$ cat src/rtl/nv_nvdla_sdp_rdma_arb.sv
// Round-robin read arbiter: merges SDP RDMA b/n/e read requests onto one MCIF port and routes in-order responses back.
// Define NVDLA_SDP_RDMA_ARB_PERF_EN to build the dp2reg_arb_stall counter; otherwise it reads as zero.
module nv_nvdla_sdp_rdma_arb #(
  parameter int TAG_DEPTH = 8
) (
  input  logic        nvdla_core_clk,
  input  logic        nvdla_core_rstn,
  input  logic        b_rd_req_valid,
  output logic        b_rd_req_ready,
  input  logic [46:0] b_rd_req_pd,
  input  logic        n_rd_req_valid,
  output logic        n_rd_req_ready,
  input  logic [46:0] n_rd_req_pd,
  input  logic        e_rd_req_valid,
  output logic        e_rd_req_ready,
  input  logic [46:0] e_rd_req_pd,
  output logic        b_rd_rsp_valid,
  input  logic        b_rd_rsp_ready,
  output logic [64:0] b_rd_rsp_pd,
  output logic        n_rd_rsp_valid,
  input  logic        n_rd_rsp_ready,
  output logic [64:0] n_rd_rsp_pd,
  output logic        e_rd_rsp_valid,
  input  logic        e_rd_rsp_ready,
  output logic [64:0] e_rd_rsp_pd,
  output logic        mc_rd_req_valid,
  input  logic        mc_rd_req_ready,
  output logic [46:0] mc_rd_req_pd,
  input  logic        mc_rd_rsp_valid,
  output logic        mc_rd_rsp_ready,
  input  logic [64:0] mc_rd_rsp_pd,
  input  logic        stall_clr,
  output logic [31:0] dp2reg_arb_stall
);

  localparam int AW = (TAG_DEPTH > 1) ? $clog2(TAG_DEPTH) : 1;
  localparam logic [AW:0] FULL_CNT = TAG_DEPTH[AW:0];
  localparam logic [1:0] SRC_B = 2'd0;
  localparam logic [1:0] SRC_N = 2'd1;
  localparam logic [1:0] SRC_E = 2'd2;

  logic [2:0]    req_valid;
  logic [1:0]    rr_ptr;
  logic [1:0]    rr_pick;
  logic [1:0]    grant_src;
  logic [1:0]    lock_src;
  logic          locked;
  logic          grant_valid;
  logic [46:0]   grant_pd;
  logic          req_fire;
  logic [16:0]   tag_mem [TAG_DEPTH];
  logic [AW-1:0] wr_ptr;
  logic [AW-1:0] rd_ptr;
  logic [AW:0]   tag_cnt;
  logic          tag_full;
  logic          tag_empty;
  logic [1:0]    head_src;
  logic [14:0]   head_size;
  logic [14:0]   beat_cnt;
  logic [2:0]    route_sel;
  logic          route_ready;
  logic          rsp_fire;
  logic          tag_pop;

  assign req_valid = {e_rd_req_valid, n_rd_req_valid, b_rd_req_valid};

  // Search starts at the source after the last granted one.
  always_comb begin
    rr_pick = rr_ptr;
    case (rr_ptr)
      SRC_N:   rr_pick = req_valid[1] ? SRC_N : req_valid[2] ? SRC_E : req_valid[0] ? SRC_B : SRC_N;
      SRC_E:   rr_pick = req_valid[2] ? SRC_E : req_valid[0] ? SRC_B : req_valid[1] ? SRC_N : SRC_E;
      default: rr_pick = req_valid[0] ? SRC_B : req_valid[1] ? SRC_N : req_valid[2] ? SRC_E : SRC_B;
    endcase
  end

  assign grant_src = locked ? lock_src : rr_pick;

  always_comb begin
    grant_valid = 1'b0;
    grant_pd    = '0;
    case (grant_src)
      SRC_B:   begin grant_valid = b_rd_req_valid; grant_pd = b_rd_req_pd; end
      SRC_N:   begin grant_valid = n_rd_req_valid; grant_pd = n_rd_req_pd; end
      SRC_E:   begin grant_valid = e_rd_req_valid; grant_pd = e_rd_req_pd; end
      default: begin grant_valid = 1'b0;           grant_pd = '0;          end
    endcase
  end

  // Outputs are gated by reset so nothing leaks out while the core is held in reset.
  assign mc_rd_req_valid = nvdla_core_rstn & grant_valid & ~tag_full;
  assign mc_rd_req_pd    = nvdla_core_rstn ? grant_pd : '0;
  assign req_fire        = mc_rd_req_valid & mc_rd_req_ready;
  assign b_rd_req_ready  = req_fire & (grant_src == SRC_B);
  assign n_rd_req_ready  = req_fire & (grant_src == SRC_N);
  assign e_rd_req_ready  = req_fire & (grant_src == SRC_E);

  assign tag_full  = (tag_cnt == FULL_CNT);
  assign tag_empty = (tag_cnt == '0);
  assign head_src  = tag_mem[rd_ptr][16:15];
  assign head_size = tag_mem[rd_ptr][14:0];

  always_comb begin
    route_sel   = '0;
    route_ready = 1'b0;
    if (!tag_empty) begin
      case (head_src)
        SRC_B:   begin route_sel = 3'b001; route_ready = b_rd_rsp_ready; end
        SRC_N:   begin route_sel = 3'b010; route_ready = n_rd_rsp_ready; end
        SRC_E:   begin route_sel = 3'b100; route_ready = e_rd_rsp_ready; end
        default: begin route_sel = 3'b000; route_ready = 1'b0;           end
      endcase
    end
  end

  assign mc_rd_rsp_ready = route_ready;
  assign b_rd_rsp_valid  = route_sel[0] & mc_rd_rsp_valid;
  assign n_rd_rsp_valid  = route_sel[1] & mc_rd_rsp_valid;
  assign e_rd_rsp_valid  = route_sel[2] & mc_rd_rsp_valid;
  assign b_rd_rsp_pd     = route_sel[0] ? mc_rd_rsp_pd : '0;
  assign n_rd_rsp_pd     = route_sel[1] ? mc_rd_rsp_pd : '0;
  assign e_rd_rsp_pd     = route_sel[2] ? mc_rd_rsp_pd : '0;
  assign rsp_fire        = mc_rd_rsp_valid & mc_rd_rsp_ready;
  assign tag_pop         = rsp_fire & (beat_cnt == head_size);

  always_ff @(posedge nvdla_core_clk) begin
    if (req_fire) begin
      tag_mem[wr_ptr] <= {grant_src, grant_pd[46:32]};
    end
  end

  // A stalled handshake locks the grant so the MCIF sees a stable request.
  always_ff @(posedge nvdla_core_clk or negedge nvdla_core_rstn) begin
    if (!nvdla_core_rstn) begin
      rr_ptr   <= SRC_B;
      locked   <= 1'b0;
      lock_src <= SRC_B;
      wr_ptr   <= '0;
      rd_ptr   <= '0;
      tag_cnt  <= '0;
      beat_cnt <= '0;
    end else begin
      locked <= mc_rd_req_valid & ~mc_rd_req_ready;
      if (mc_rd_req_valid && !mc_rd_req_ready) begin
        lock_src <= grant_src;
      end
      if (req_fire) begin
        wr_ptr <= wr_ptr + 1'b1;
        case (grant_src)
          SRC_B:   rr_ptr <= SRC_N;
          SRC_N:   rr_ptr <= SRC_E;
          default: rr_ptr <= SRC_B;
        endcase
      end
      if (tag_pop) begin
        rd_ptr <= rd_ptr + 1'b1;
      end
      case ({req_fire, tag_pop})
        2'b10:   tag_cnt <= tag_cnt + 1'b1;
        2'b01:   tag_cnt <= tag_cnt - 1'b1;
        default: tag_cnt <= tag_cnt;
      endcase
      if (rsp_fire) begin
        beat_cnt <= tag_pop ? '0 : beat_cnt + 1'b1;
      end
    end
  end

`ifdef NVDLA_SDP_RDMA_ARB_PERF_EN
  logic [31:0] stall_cnt;

  always_ff @(posedge nvdla_core_clk or negedge nvdla_core_rstn) begin
    if (!nvdla_core_rstn) begin
      stall_cnt <= '0;
    end else if (stall_clr) begin
      stall_cnt <= '0;
    end else if ((|req_valid) && !req_fire && (stall_cnt != '1)) begin
      stall_cnt <= stall_cnt + 1'b1;
    end
  end

  assign dp2reg_arb_stall = stall_cnt;
`else
  logic stall_clr_unused;
  assign stall_clr_unused = stall_clr;
  assign dp2reg_arb_stall = 32'd0;
`endif

endmodule

$ cat config.mk
export PLATFORM = sky130hd
export DESIGN_NAME = nv_nvdla_sdp_rdma_arb
export DESIGN_NICKNAME = d
export VERILOG_FILES = /design/src/rtl/nv_nvdla_sdp_rdma_arb.sv
export SDC_FILE = /design/constraint.sdc
export NUM_CORES = 1
export LEC_CHECK = 0
export CORE_AREA = 5 5 192 194
export DETAILED_ROUTE_END_ITERATION = 12
export DIE_AREA = 0 0 197 199
export PLACE_DENSITY = 0.73
export RECOVER_POWER = 50
export SLEW_MARGIN = 20
export SYNTH_ARGS = -nofsm -noshare
export SYNTH_HDL_FRONTEND = slang
export SYNTH_SLANG_ARGS = --single-unit
$ cat constraint.sdc
create_clock -name nvdla_core_clk -period 8.1 [get_ports nvdla_core_clk]
set_input_delay 1.62 -clock nvdla_core_clk [delete_from_list [all_inputs] [get_ports nvdla_core_clk]]
set_output_delay 1.62 -clock nvdla_core_clk [all_outputs]
set_load 0.1 [all_outputs]
## Yosys cells after proc, flatten, opt, wreduce, memory -nomap -nowiden

Memory sizes are Yosys's and may differ from the RTL's.
Index checks and enable logic that the tools add are counted.

- Bitwise logic cells: 14
- Equal/unequal tests: 10
- Reductions and logical operators: 6
- Muxes and demuxes: 26
- Add/subtract/negate cells: 5

Operator list:

| cell | count |
|---|---|
| 65-bit two-way mux | 3 |
| 47-bit one-hot mux with 3 select lines | 1 |
| 47-bit two-way mux | 1 |
| 2-bit two-way mux | 9 |
| 15-bit by 1-bit adder with 15-bit output, second input constant | 1 |
| 15-bit equality test | 1 |
| 15-bit two-way mux | 1 |
| 1-bit bitwise AND | 12 |
| 3-bit one-hot mux with 3 select lines | 1 |
| 2-bit by 1-bit equality test with 1-bit output, second input constant | 4 |
| 2-bit equality test, second input constant | 4 |
| 2-bit one-hot mux with 2 select lines | 2 |
| 4-bit one-hot mux with 2 select lines | 1 |
| 3-bit by 1-bit adder with 3-bit output, second input constant | 2 |
| 1-bit one-hot mux with 3 select lines | 2 |
| 4-bit by 1-bit adder with 4-bit output, second input constant | 1 |
| 4-bit equality test, second input constant | 1 |
| 2-bit zero test | 2 |
| 4-bit zero test | 1 |
| 1-bit two-way mux | 4 |
| 4-bit by 1-bit subtractor with 4-bit output, second input constant | 1 |
| 3-bit two-way mux | 1 |
| 1-bit NOT | 2 |
| 2-bit nonzero test | 1 |
| other kinds (2) | 2 |

- Input bits: 217
- Memory bits (writable): 136
- Memories: 1
- Flip-flop bits (word level): 30

Memories:

| memory | depth | width | rd ports | clocked after memory_dff | write ports | line | source |
|---|---|---|---|---|---|---|---|
| tag_mem | 8 | 17 | 1 | 0 | 1 | 51 | `logic [16:0] tag_mem [TAG_DEPTH];` |

## Logic depth before layout (Yosys ltp)

Gate-level depths: netlist of the first run.

- Depth in word-level cells: 12
- Mapped depth: 18

## Worst setup path after synthesis of the first run

Ideal clock, no wire load.

- Path kind: input to output
- Start point: input e_rd_req_valid
- End point: output e_rd_req_ready
- Data required time: 6480 ps
- Cell stages on the path: 8
- Data arrival time: 5332 ps
- Setup slack: 1148 ps
- Path through: nor2_1 -> o21a_1 -> o31ai_1 -> clkinv_1 -> o2bb2ai_1 -> nand2_1 -> clkbuf_1 -> nor3b_1

- Longest elaborated chain between the ends: 11

Ends and longest elaborated chain:

| element | line | source |
|---|---|---|
| start, declared | 14 | `input logic e_rd_req_valid,` |
| 2-bit two-way mux (3 in a row) | 73 | `default: rr_pick = req_valid[0] ? SRC_B : req_valid[1] ? SRC_N : req_valid[2] ? SRC_E : SRC_B;` |
| 2-bit one-hot mux with 2 select lines | 70 | `case (rr_ptr)` |
| 2-bit two-way mux | 77 | `assign grant_src = locked ? lock_src : rr_pick;` |
| 2-bit equality test (tied with other cells) | 82, 96 |  |
| 1-bit one-hot mux with 3 select lines | 82 | `case (grant_src)` |
| 1-bit bitwise AND (2 in a row) | 91 | `assign mc_rd_req_valid = nvdla_core_rstn & grant_valid & ~tag_full;` |
| 1-bit bitwise AND | 93 | `assign req_fire = mc_rd_req_valid & mc_rd_req_ready;` |
| 1-bit bitwise AND * | 96 | `assign e_rd_req_ready = req_fire & (grant_src == SRC_E);` |
| end, declared | 15 | `output logic e_rd_req_ready,` |

Mark *: on every way between the ends. The rest lies on a longest branch, timed or not.

## Final worst setup path of the first run

- Start point: input e_rd_req_valid
- End point: output mc_rd_req_pd[43]

- Longest elaborated chain between the ends: 8

Ends and longest elaborated chain:

| element | line | source |
|---|---|---|
| 2-bit two-way mux (3 in a row) | 73 |  |
| 2-bit one-hot mux with 2 select lines * | 70 |  |
| 2-bit two-way mux * | 77 |  |
| 2-bit equality test (tied with other cells) | 82 |  |
| 47-bit one-hot mux with 3 select lines * | 82 |  |
| net grant_pd[43] | 49 | `logic [46:0] grant_pd;` |
| 47-bit two-way mux * | 92 | `assign mc_rd_req_pd = nvdla_core_rstn ? grant_pd : '0;` |
| end, declared | 28 | `output logic [46:0] mc_rd_req_pd,` |

Mark *: on every way through the listed nets, which the timed path passes. The rest lies on a longest branch.

==> summary by stage, run 1 <==
Setup path
The worst setup path startpoint is e_rd_req_valid. The worst setup path is captured at a primary output. The startpoint type of the worst setup path is a primary input. The startpoint identified for the worst register-to-register timing path is rd_ptr[0]$_DFFE_PN0N_. Data arrives at the worst endpoint at 5.33 ns. The highest net fanout along the worst path is 33. The critical path required time is 6.48 ns. The category of the critical setup timing path is primary input to primary output.

Detailed routing
Dividing the detail-routed wire length by the instance count gives 18.02 um. The vias per cell is 4.612. The wire length after detailed routing is 33.16 mm. The first detailed-routing pass ran for 5 iterations. After the first detailed-routing iteration, the DRC count stood at 430. The routed layout has 8486 vias. The number of nets with antenna violations after routing is 0.

The residual DRC count is 0.

Timing
The slew at the pin with the worst max-slew slack is 2.079 ns. The final critical path takes up 85.83% of the cycle. The setup TNS after final layout is 0 ns. The number of setup violations in the final report is 0. The final-report hold violation count is 0. Setup slack on the critical path of the routed design comes to 1.148 ns. Derived from the worst setup path, the maximum achievable clock frequency is 143.8 MHz. Clock skew on the completed layout was measured at 0.01340 ns. The final-report max-slew violation count was 113.

Setup repair after global routing left no endpoint under its margin. The worst pin sits at a relative slew slack of -38.58%. The clock period minus final worst setup slack is 6.952 ns.

Floorplanning
In this run the count of I/O pins placed on the die edge is 499. In this run the standard cell core region covers 0.03505 sq mm. The overall die area is 0.03920 sq mm.

The x dimension of the die is 197 um. In this run the core area contains 69 standard-cell rows. In this run the vertical extent of the chip is 199 um.

The effective utilization at floorplan is 28.48%.

Finish
Once layout is complete, the utilization of the core stands at 44.36%. In the layout the commonest cells are 413 x sky130_fd_sc_hd__clkdlybuf4s50_1, 207 x sky130_fd_sc_hd__and2_1, 136 x sky130_fd_sc_hd__edfxtp_1, 97 x sky130_fd_sc_hd__nand2_1, 47 x sky130_fd_sc_hd__buf_4. The number of nets in the layout is 1591. Relative to the synthesized area, the layout overhead comes to 55.75%. The layout cell share with drive strength beyond 1 is 9.869%.

Leaving out fill and tap cells, the most frequent cell in the layout is sky130_fd_sc_hd__clkdlybuf4s50_1. The filler cell count in the final layout is 3273.

Run status
The final reports fail on capacitance limit, slew limit. The run finished, with violations left.

Global routing
The first global-routing pass estimated 48.38 mm of wire. The total congestion overflow is 0. The initial antenna violation count is 2. The number of global-route vias before repair is 8441. The total routing resource utilization after global routing is 15.78%.

The pin count of the biggest net entering global routing is 67.

Pwr
The register share of total power is 24.8%. Of the total power, the clock network draws 15.0%. Summed over all nets, the switching power comes to 2.586 mW. The combinational share of power is 60.2%. The internal power of the cells totals 2.296 mW. In this run switching power makes up 52.97% of total power. The leakage power summed over all cells is 5.627 nW. The power density over cell area is 314.0 mW/mm^2. IR analysis of the VDD net gives a maximum drop of 324.1 uV.

CTS
The clock tree from TritonCTS is done. The buffer levels on the longest clock path is 2. Clock tree synthesis inserted a total of 17 buffers.

Counting every sink on the clock net gives 166. For the worst-skew pair, the clock arrives at the later sink with an insertion delay of 0.42 ns. The H-tree depth is 4. Gates resized during post-CTS repair numbered 0. Clock-pin slew was measured on the worst setup and hold paths at 0.06 ns. The root buffer cell is sky130_fd_sc_hd__clkbuf_16. The hold-fix buffer count after cts is 0. The post-CTS setup buffer count is 0.

Place
The weighted congestion at the end of routability-driven global placement is 0.9245. The count of input and output buffers is 465. The pre-CTS worst setup slack is 1.619 ns.

Detailed placement ended at an HPWL of 25.67 mm.

Synth
Yosys mapped a number of flops with a built-in enable equal to 136. For this run, the register share of the synthesized area comes to 48.43%. A synthesized cell averages 10.76 sq um. The cell count after synthesis is 928. The top-area cell type share of the netlist area is 40.91%. Summed over all instances, the cell type with the most area after synthesis is sky130_fd_sc_hd__edfxtp_1. The synthesized netlist occupies a cell area of 0.009983 sq mm.

The most used flip-flop cell after synthesis is sky130_fd_sc_hd__edfxtp_1. The netlist uses 51 different library cells. In the post-synthesis netlist, the biggest area contributors are sky130_fd_sc_hd__edfxtp_1 41%, sky130_fd_sc_hd__and2_1 13%, sky130_fd_sc_hd__dfrtp_1 7.5%, sky130_fd_sc_hd__mux4_2 7.0%, sky130_fd_sc_hd__nand2_1 3.6%.

After synthesis, the share of flip-flops with an asynchronous set or reset is 18.07%. Yosys printed 0 warnings. Counting flops and latches in the post-synthesis netlist gives 166.

Flow run
The tool flagged a number of max-cap violations equal to 4.

Min path
The worst hold path class is register to register. The launch instance of the worst min-delay path is lock_src[0]$_DFFE_PN0P_.
[registers in the layout, indices dropped and copies added (netlist names)]
signal	flops
tag_cnt	4
wr_ptr	3
locked	1
tag_mem	136
lock_src	2
rd_ptr	3
rr_ptr	2
beat_cnt	15
[worst max-delay path, stage by stage]
cell and delay [ns]:
sky130_fd_sc_hd__dlygate4sd3_1 0.61, sky130_fd_sc_hd__nand2b_1 0.13, sky130_fd_sc_hd__a21oi_1 0.07, sky130_fd_sc_hd__o31ai_1 0.94
sky130_fd_sc_hd__clkinv_1 0.23, sky130_fd_sc_hd__buf_4 0.30, sky130_fd_sc_hd__o21ai_0 0.72, sky130_fd_sc_hd__nor2b_1 0.35
sky130_fd_sc_hd__buf_4 0.36
[per-layer routing]
| layer | track usage, % | wire [um] | up-vias |
|---|---|---|---|
| met5 | 0 | 13 | - |
| li1 | - | - | 4061 |
| met3 | 4.573 | 2930 | 36 |
| met4 | 5.881 | 1051 | 2 |
| met1 | 17.32 | 11960 | 3987 |
| met2 | 28.92 | 17210 | 400 |
[metrics by stage]
step / cells / power [mW] / instance area (sq um) / hold WS, ns
floorplan: 959 / 3.404 / 10100 / 0.4699
global placement: 1804 / 4.148 / 15040 / 0.4815
detailed placement: 1804 / 4.184 / 15040 / 0.4846
CTS: 1836 / 4.912 / 15580 / 0.4986
global route: 1840 / 5.094 / 15550 / 0.5238
finish: 1840 / 4.882 / 15550 / 0.4966
[cell type report]
type,count,area [sq um],share of cell area [%]
Sequential cell,166,4835,31.09
Timing Repair Buffer,484,4795,30.84
Multi-Input combinational cell,682,4747,30.53
Tap cell,461,576.8,3.710
Clock buffer,19,432.9,2.784
Clock inverter,13,107.6,0.6920
Inverter,14,52.55,0.3380
Antenna cell,1,2.502,0.01609
[kinds of logic (layout without fill, tap and decap cells)]
family	after synthesis	count (layout)	share of synthesized area (%)
AOI/OAI and AO/OA	100	100	5.815
buffers and inverters	111	530	5.878
other	1	33	0.03756
adders and majority gates	9	9	1.203
muxes	74	74	11.66
DFF	166	166	48.43
xor gates and xnor gates	35	35	3.071
and+or+nand+nor	432	432	23.91
[power groups by stage]
stage,logic (mW),clock network [mW],registers (mW)
after floorplan,2.20,0,1.20
after global placement,2.92,0,1.23
after detailed placement,2.95,0,1.23
after CTS,2.96,0.738,1.22
after global routing,3.09,0.779,1.22
final,2.94,0.732,1.21
[worst paths after layout]
check,slack [ns],depth (start not counted),to
setup / recovery,1.15,9,mc_rd_req_pd[43]
hold / removal,0.50,1,lock_src[0]$_DFFE_PN0P_
setup reg to reg,1.99,14,tag_cnt[3]$_DFFE_PN0P_
hold reg to reg,0.50,1,lock_src[0]$_DFFE_PN0P_
max in group asynchronous,3.89,2,rr_ptr[0]$_DFFE_PN0P_
min in group asynchronous,1.59,1,locked$_DFF_PN0_
[synthesized netlist by cell type (6+ instances only)]
cell type and count:
sky130_fd_sc_hd__a21oi_1 35, sky130_fd_sc_hd__a31oi_1 35, sky130_fd_sc_hd__buf_1 9, sky130_fd_sc_hd__nand2b_1 6, sky130_fd_sc_hd__xor2_1 16, sky130_fd_sc_hd__clkbuf_1 42
sky130_fd_sc_hd__nor2_1 27, sky130_fd_sc_hd__buf_2 7, sky130_fd_sc_hd__buf_4 35, sky130_fd_sc_hd__ha_1 8, sky130_fd_sc_hd__nand2_1 97, sky130_fd_sc_hd__mux4_2 31
sky130_fd_sc_hd__nor2b_1 43, sky130_fd_sc_hd__nor3_1 14, sky130_fd_sc_hd__o21ai_0 18, sky130_fd_sc_hd__mux2i_1 36, sky130_fd_sc_hd__edfxtp_1 136, sky130_fd_sc_hd__nand3_1 11
sky130_fd_sc_hd__xnor2_1 19, sky130_fd_sc_hd__and2_1 207, sky130_fd_sc_hd__inv_1 13, sky130_fd_sc_hd__dfrtp_1 30
Note: power is estimated with default switching activity, not from simulation.
==> run 2: changes to the inputs <==
--- a/config.mk
+++ b/config.mk
@@ -5,10 +5,10 @@
 export SDC_FILE = /design/constraint.sdc
 export NUM_CORES = 1
 export LEC_CHECK = 0
-export CORE_AREA = 5 5 192 194
+export CORE_AREA = 2 2 194 196
 export DETAILED_ROUTE_END_ITERATION = 12
-export DIE_AREA = 0 0 197 199
-export PLACE_DENSITY = 0.73
+export DIE_AREA = 0 0 196 198
+export PLACE_DENSITY = 0.7
 export RECOVER_POWER = 50
 export SLEW_MARGIN = 20
 export SYNTH_ARGS = -nofsm -noshare
==> run 2 against run 1 <==
Against the previous run:
- the flow still finishes with violations (capacitance limit, slew limit)
- final cell count increased by 0.65%
- die area decreased by 1.0%
- final area increased by 0.29%
- power increased by 1.7%
- non-clock buffer count unchanged
- register-to-register slack improved by 1.0 ns
- largest power group unchanged
==> summary by stage, run 2 (synthesized netlist as in run 1, its figures left out) <==
Floorplanning
The x dimension of the die is 196 um. The placeable core area is 0.03696 sq mm. From bottom edge to top edge, the die measures 198 um.

The number of cell rows is 71. The overall die area is 0.03881 sq mm. 499 I/O pins were placed. The effective utilization at floorplan is 27.01%.

Global routing
The number of global-route vias before repair came to 8330. Entering global routing, the biggest net connects 80 pins. The wire length of the first global-routing pass is 47.61 mm. The initial antenna violation count is 0. For this run, the total global-route usage over all layers was measured as 15.89%. The total congestion overflow is 0.

Setup path
The cell with the biggest individual delay on the critical path is sky130_fd_sc_hd__o21ai_0. STA puts the critical path data required time at 6.48 ns. The worst stage delay on the critical path is 0.95 ns. The startpoint type of the worst setup path is a primary input. The buffers plus inverters on the worst setup path is 4.

Of all nets on the critical path, the largest fanout is 29. Among cell families on the critical path, the largest total delay comes from buffers and inverters. The arrival time of the worst setup path is 5.60 ns. The critical path is of the primary input to primary output type.

The endpoint class of the critical path is a primary output. Traced cell by cell, the critical path runs through dlygate4sd3_1, nor2_1, o21a_1, o31ai_4, clkinv_1, clkbuf_1, o21ai_0, nor2b_1, buf_4.

CTS
TritonCTS built the clock tree. The root buffer cell is sky130_fd_sc_hd__clkbuf_16. The post-CTS setup buffer count is 0. After clock tree synthesis, the clock-pin slew on the worst setup and hold paths is 0.07 ns. No sink is reached through more buffers than the 2 on the longest clock path.

At the later pin of the worst-skew pair, clock insertion delay measures 0.43 ns. Post-CTS repair changed the size of 0 cells. The hold-fix buffer count after cts is 0.

The TritonCTS sink count is 166. Counting the buffers created by CTS gives 17. The H-tree depth is 4.

Pwr
The design draws 4.963 mW. The power density over cell area is 318.2 mW/mm^2. Across the VDD grid, the largest voltage drop is 327.7 uV. The analysis attributes to cell leakage a power of 5.625 nW.

Detailed routing
The first routing iteration left 370 violations. The number of nets with antenna violations after routing is 0. The routed wirelength normalized by instance count is 17.27 um. After detailed routing, the number of vias per cell comes to 4.561. The overall via count from detail_route is 8447. In the routed design, unresolved DRC markers number 0.

The wire length after detailed routing is 31.98 mm. The number of detailed-route iterations in the first pass is 5.

Timing
The clock tree skew after final layout is 0.02241 ns. The setup TNS after final layout is 0 ns. The final-report max-slew violation count is 133. Setup repair after global routing left no endpoint under its margin. The top achievable clock speed is 138.4 MHz. The final critical path takes up 89.18% of the cycle. The final worst slack is 0.8765 ns. The worst max-slew margin expressed relative to the limit is -45.60%. For the pin with the worst max-slew slack, the measured transition is 2.184 ns.

The worst path needs 7.223 ns of the cycle, external delays included. Setup violations remaining at the end of the flow were counted as 0. The final-report hold violation count is 0.

Run status
The run finished, with violations left. The final reports fail on capacitance limit, slew limit.

Finish
The number of diodes added for antenna fixing is 0. The register with the most flip-flops in the layout has 136 of them. In the layout the commonest cells are 422 x sky130_fd_sc_hd__clkdlybuf4s50_1, 203 x sky130_fd_sc_hd__and2_1, 136 x sky130_fd_sc_hd__edfxtp_1, 97 x sky130_fd_sc_hd__nand2_1, 43 x sky130_fd_sc_hd__nor2b_1. The final design utilization is 42.20%. Leaving out fill and tap cells, the most frequent cell in the layout is sky130_fd_sc_hd__clkdlybuf4s50_1.

The register with the most flip-flops is tag_mem. Relative to the synthesized area, the layout overhead comes to 56.20%. In the final layout, the registers with the most flip-flops are tag_mem x136, beat_cnt x15, tag_cnt x4. The filler cells instantiated in the layout total 3495. In the final layout, the share of cells above drive strength 1 is 9.579%. The number of nets in the layout is 1591.

Place
The pre-CTS worst setup slack is 1.268 ns. At the end of routability-driven placement, the weighted congestion stood at 0.8787. The wire-length estimate of the detail-placed layout is 24.45 mm. The count of input and output buffers is 465.

Min path
The worst hold path class is register to register.

Flow run
The number of max-cap violations is 4.
-- run 2: cell types whose count changed in the layout (fill, tap and decap cells not counted), moves of 3 or more --
cell	change
sky130_fd_sc_hd__clkinv_1	-4
sky130_fd_sc_hd__inv_6	+3
sky130_fd_sc_hd__and2_0	+4
sky130_fd_sc_hd__and2_1	-4
sky130_fd_sc_hd__buf_4	-7
sky130_fd_sc_hd__buf_12	-4
sky130_fd_sc_hd__clkdlybuf4s50_1	+9
-- run 2: per-layer routing --
metal  track usage, %  routed length [um]
met5                0                   0
met2            28.89               16480
met4            6.369                 965
met3            3.373                2046
met1            18.20               12490
-- run 2: final timing paths --
path                                    startpoint                 endpoint  slack (ns)  cells past startpoint
setup / recovery                    e_rd_req_valid         mc_rd_req_pd[37]        0.88                      9
hold / removal             lock_src[1]$_DFFE_PN0P_  lock_src[1]$_DFFE_PN0P_        0.51                      1
setup reg to reg             rd_ptr[0]$_DFFE_PN0N_   tag_cnt[3]$_DFFE_PN0P_        2.99                     13
hold reg to reg            lock_src[1]$_DFFE_PN0P_  lock_src[1]$_DFFE_PN0P_        0.51                      1
max in group asynchronous          nvdla_core_rstn    rd_ptr[2]$_DFFE_PN0N_        4.04                      2
min in group asynchronous          nvdla_core_rstn  lock_src[0]$_DFFE_PN0P_        2.86                      2
-- run 2: per-stage QoR --
step	hold WS, ns	cells	area [sq um]
2_1_floorplan	0.4699	959	10100
3_3_place_gp	0.4838	1818	15050
3_5_place_dp	0.4974	1818	15050
4_1_cts	0.5126	1850	15650
5_1_grt	0.5252	1852	15590
6_report	0.5097	1852	15590
-- run 2: worst register-to-register path, cell delays in order, from the launching register on --
cell and delay, ns:
sky130_fd_sc_hd__dfrtp_1 0.46, sky130_fd_sc_hd__buf_4 0.54, sky130_fd_sc_hd__mux4_2 0.58, sky130_fd_sc_hd__mux2i_1 0.49, sky130_fd_sc_hd__mux2i_1 0.20, sky130_fd_sc_hd__a211o_1 0.60
sky130_fd_sc_hd__and3b_1 0.88, sky130_fd_sc_hd__ha_1 0.34, sky130_fd_sc_hd__ha_1 0.24, sky130_fd_sc_hd__a21o_1 0.17, sky130_fd_sc_hd__a21oi_1 0.16, sky130_fd_sc_hd__xnor2_1 0.13
sky130_fd_sc_hd__nor2_1 0.06, sky130_fd_sc_hd__xor2_1 0.14
-- run 2: area by class of cell --
| type | instances | area [sq um] | share of cell area (%) |
|---|---|---|---|
| clock buffer | 18 | 429.2 | 2.752 |
| clock inverter | 14 | 165.2 | 1.059 |
| inverter | 14 | 52.55 | 0.3370 |
| multi-input combinational | 682 | 4748 | 30.45 |
| sequential | 166 | 4835 | 31.00 |
| tap | 474 | 593.1 | 3.803 |
| timing repair buffer | 484 | 4771 | 30.59 |
-- run 2: where the power goes --
| part | leakage (nW) | internal, mW | switching (mW) |
|---|---|---|---|
| sequential | 1.63 | 1.15 | 0.0668 |
| clock | 0.290 | 0.464 | 0.343 |
| combinational | 3.71 | 0.722 | 2.22 |
| total | 5.62 | 2.33 | 2.63 |
